<file path="config.mk">
export PLATFORM = sky130hd
export DESIGN_NAME = iterative_shift_rotate_unit
export DESIGN_NICKNAME = d
export VERILOG_FILES = /design/src/rtl/iterative_shift_rotate_unit.sv
export SDC_FILE = /design/constraint.sdc
export NUM_CORES = 1
export LEC_CHECK = 0
export CAP_MARGIN = 5
export CORE_MARGIN = 1.5
export CORE_UTILIZATION = 40
export DETAILED_ROUTE_END_ITERATION = 8
export GPL_ROUTABILITY_DRIVEN = 0
export GPL_TIMING_DRIVEN = 0
export MAX_ROUTING_LAYER = met4
export PLACE_DENSITY = 0.74
export SLEW_MARGIN = 15
export SYNTH_ARGS = -nofsm -noshare
export SYNTH_HDL_FRONTEND = slang
export SYNTH_SLANG_ARGS = --single-unit
</file>
<file path="constraint.sdc">
create_clock -name clk -period 1.2 [get_ports clk]
set_input_delay 0.12 -clock clk [delete_from_list [all_inputs] [get_ports clk]]
set_output_delay 0.12 -clock clk [all_outputs]
set_load 0.01 [all_outputs]
</file>
<file path="src/rtl/iterative_shift_rotate_unit.sv">
// Multi-cycle shift/rotate engine: one 1-bit step per clock, result over valid/ready.
// Optional Carry_Out port enabled by defining SHIFT_CARRY_OUT_EN.
module iterative_shift_rotate_unit #(
    parameter int WIDTH = 4,
    parameter int AMT_W = 3
) (
    input  logic             clk,
    input  logic             rst,
    input  logic [WIDTH-1:0] A,
    input  logic [WIDTH-1:0] B,
    input  logic [2:0]       Sel,
    input  logic [AMT_W-1:0] Amt,
    input  logic             in_valid,
    output logic             in_ready,
    output logic [WIDTH-1:0] Out,
    output logic             out_valid,
    input  logic             out_ready
`ifdef SHIFT_CARRY_OUT_EN
    ,
    output logic             Carry_Out
`endif
);

    typedef enum logic [1:0] {
        IDLE,
        BUSY,
        DONE
    } state_t;

    state_t           state, state_nxt;
    logic [WIDTH-1:0] work_q;
    logic [WIDTH-1:0] step_val;
    logic             rot_q;
    logic             left_q;
    logic [AMT_W-1:0] cnt_q;
    logic             accept;

    assign in_ready  = (state == IDLE);
    assign out_valid = (state == DONE);
    assign Out       = work_q;
    assign accept    = in_valid && in_ready;

    // One 1-bit move of the working register, chosen by the captured opcode.
    always_comb begin
        unique case ({rot_q, left_q})
            2'b00:   step_val = {1'b0, work_q[WIDTH-1:1]};
            2'b01:   step_val = {work_q[WIDTH-2:0], 1'b0};
            2'b10:   step_val = {work_q[0], work_q[WIDTH-1:1]};
            default: step_val = {work_q[WIDTH-2:0], work_q[WIDTH-1]};
        endcase
    end

    // NOTE: every combinational output gets a default before the case, so no path leaves it unassigned and no latch is inferred.
    always_comb begin
        state_nxt = state;
        unique case (state)
            IDLE: if (accept) state_nxt = (Amt == '0) ? DONE : BUSY;
            BUSY: if (cnt_q == AMT_W'(1)) state_nxt = DONE;
            DONE: if (out_ready) state_nxt = IDLE;
            default: state_nxt = IDLE;
        endcase
    end

    // NOTE: clocked state uses non-blocking assignments so all flops update together at the edge.
    always_ff @(posedge clk) begin
        if (rst) state <= IDLE;
        else     state <= state_nxt;
    end

`ifdef SHIFT_CARRY_OUT_EN
    logic leaving_bit;
    assign leaving_bit = left_q ? work_q[WIDTH-1] : work_q[0];
`endif

    always_ff @(posedge clk) begin
        if (rst) begin
            work_q    <= '0;
            rot_q     <= 1'b0;
            left_q    <= 1'b0;
            cnt_q     <= '0;
`ifdef SHIFT_CARRY_OUT_EN
            Carry_Out <= 1'b0;
`endif
        end else if (accept) begin
            work_q    <= Sel[1] ? B : A;
            rot_q     <= Sel[2];
            left_q    <= Sel[0];
            cnt_q     <= Amt;
`ifdef SHIFT_CARRY_OUT_EN
            Carry_Out <= 1'b0;
`endif
        end else if (state == BUSY) begin
            work_q    <= step_val;
            cnt_q     <= cnt_q - 1'b1;
`ifdef SHIFT_CARRY_OUT_EN
            Carry_Out <= leaving_bit;
`endif
        end
    end

endmodule

</file>
==> flow_summary.ini <==
[status]
status = complete, no violations

[timing]
fin_crit_sh_pct = 98.9
holdWs_ns = 0.0679
finalSetupViolCount = 0
max_freq_ghz = 0.843
slew_viol_final = 0
relSlewSlack_pct = 79.6
skew_ns = 0.00446
layout_min_cycle_time_ns = 1.19
tightest_slew_ns = 0.302
rsz0062_at_grt = true
hold_violations = 0

[die]
core_area_um2 = 1710
dieWidth_um = 45.6
rows = 15
die_h_um = 45.6
fp.dieArea_um2 = 2080
start_util_pct = 42.4
io_pins = 24

[power]
p_switching_mw = 0.331
seqPwrFrac_pct = 42.6
power_frac_comb_pct = 34.5
p_leak_nw = 0.438
ir_drop_uv = 564
p_clk_share_pct = 22.8
p_sw_share_pct = 30.5
power_density_nw_per_um2 = 1080
p_int_mw = 0.753

[layout]
nFillCells = 172
nNetsFinal = 125
fin_util_pct = 58.7
fin_cells = 129
drive_gt1_share_pct = 23.1
insertedDiodeCount = 0
syn_to_final_growth_pct = 38.3

[critical_path]
max_stage_delay_ns = 0.37
crit_fanout = 6
startpoint_type = flop
critPathKind = reg2reg
crit_chain = nor3b_4 -> mux2_4 -> o31ai_2
worst_ep_arrival_time_ns = 1.37
cp-end-kind = flop
required_ns = 1.38
path_delay_family = flip-flops
crit_buf_inv = 0
cp_slowest_cell = dfxtp_4

[synth]
synthesis.nets = 96
synthCells = 76
synth_cell_types = 37
async_flop_share_pct = 0
ys_ff_latch = 11
synth_edf_count = 0
ys_seq_area_share_pct = 30.4
synth_ff_type = dfxtp_1
synth.avg_cell_area_um2 = 9.53
netlist_area_um2 = 724
yosysWarningCount = 0

[routing]
vias = 690
drtAntennaViolNets = 0
met1_length_um = 707
initialDrtViolationCount = 18
routed_wl_um = 1700
wl_met3_um = 103
drc = 0
via_per_inst = 5.35
top_layer = met4
dr_wl_met2_um = 862
routedWlPerCell_um = 13.2
drt_first_pass_iters = 4

[global_routing]
grt_pass1_vias = 641
antenna_found_initial = 0
grt_pass1_wl_um = 2590
grt_max_degree = 11
grtUsageTotal_pct = 18.1
grt-ovfl-total = 0

[clocking]
cts_htree_levels = 1
cts_tree = yes
clk_pin_slew_ns = 0.07
holdBufCountCts = 0
clkSinkCount = 11
cts_made_buffers = 3
insertion_delay_ns = 0.26
clock_path_buffers = 2
cts_root_buffer = clkbuf_4

[placed_design]
io_buffers = 21
dp_hpwl_um = 1210
place_inst = 122

[worst_hold_path]
hold_class = in2reg

[run]
max_cap_viol_count = 0
==> what timing repair did <==
action	CTS	global route
pin swaps	1	1
gates resized for setup	16	3
gates cloned	0	1
setup endpoints to repair	9	7
setup buffers	1	2
==> metrics by stage <==
stage | total power [mW] | TNS, ns | worst slack [ns] | area [µm²]
2_1_floorplan | 0.700 | -0.0664 | -0.0664 | 724
3_3_place_gp | 0.840 | -2.71 | -0.491 | 966
3_5_place_dp | 0.852 | -2.88 | -0.510 | 966
4_1_cts | 1.08 | 0 | 0.00169 | 977
5_1_grt | 1.16 | -0.0220 | -0.0176 | 1000
6_report | 1.08 | 0 | 0.0133 | 1000
==> worst paths after layout <==
kind,from,end,slack [ns],cells past startpoint
max,state[1]$_SDFFE_PP0P_,Out[2]$_SDFFE_PP0P_,0.01,3
min,rst,state[0]$_SDFFE_PP0P_,0.07,2
max reg2reg,state[1]$_SDFFE_PP0P_,Out[2]$_SDFFE_PP0P_,0.01,3
min reg2reg,cnt_q[0]$_SDFFE_PP0P_,cnt_q[0]$_SDFFE_PP0P_,0.47,2
==> power groups by stage <==
stage	clock network (mW)	registers (mW)	logic, mW
after floorplan	0	0.458	0.242
after global placement	0	0.456	0.384
after detailed placement	0	0.457	0.395
after CTS	0.258	0.459	0.365
after global routing	0.278	0.470	0.412
final	0.247	0.462	0.374
==> sequential cells by signal (all words and copies together) (netlist names) <==
signal	cells
Out	4
state	2
cnt_q	3
left_q	1
rot_q	1
==> cell usage after synthesis (2+ instances only) <==
master,n,area [µm²]
a211oi_1,3,22.5
nand2b_1,2,12.5
inv_1,5,18.8
a21o_1,3,22.5
a311oi_1,2,17.5
nor2b_1,2,12.5
nor2_1,6,22.5
nand3_1,2,10.0
dfxtp_1,11,220
buf_6,3,33.8
nor3_1,3,15.0
a21oi_1,2,10.0
mux2i_1,7,70.1
ha_1,2,25.0
==> cell type report <==
type	instances	area, µm²	area share (%)
Sequential cell	11	230	23.0
Clock buffer	4	26.3	2.62
Multi-Input combinational cell	54	427	42.6
Inverter	6	22.5	2.25
Timing Repair Buffer	25	221	22.1
Tap cell	25	31.3	3.12
Buffer	4	43.8	4.37
==> kinds of logic (layout without fill, tap and decap cells) <==
family                     after synthesis  count (layout)  synth area share (%)
AOI/OAI and AO/OA                       21              21                  22.6
and+or+nand+nor                         22              22                  19.5
adders and majority gates                2               2                  3.45
buffers and inverters                   11              39                  10.7
muxes                                    9               9                  13.3
DFF                                     11              11                  30.4
==> worst reg2reg max path: cells and delay by family (launching register included) <==
| kind | cells | cell delay (ns) |
|---|---|---|
| flops | 1 | 0.37 |
| mux | 1 | 0.33 |
| compound gates | 1 | 0.16 |
| simple gates | 1 | 0.24 |
==> layer usage <==
| metal | vias to the layer above | GRT usage [%] |
|---|---|---|
| met1 | 319 | 19.1 |
| li1 | 334 | - |
| met5 | - | - |
| met3 | 6 | 4.37 |
| met4 | 0 | 10.0 |
| met2 | 31 | 30.4 |
==> layout by cell type (no fill, tap or decap), types with 3 or more instances in the layout <==
cell and instances:
nor2_1 6, clkdlybuf4s50_1 14, dfxtp_1 7, buf_2 3, mux2i_1 7, nor3_1 3, dlygate4sd2_1 5, clkbuf_4 3
buf_4 4, a21o_1 3, a211oi_1 3, inv_1 5
No activity file was read; power rests on OpenSTA's default activity.
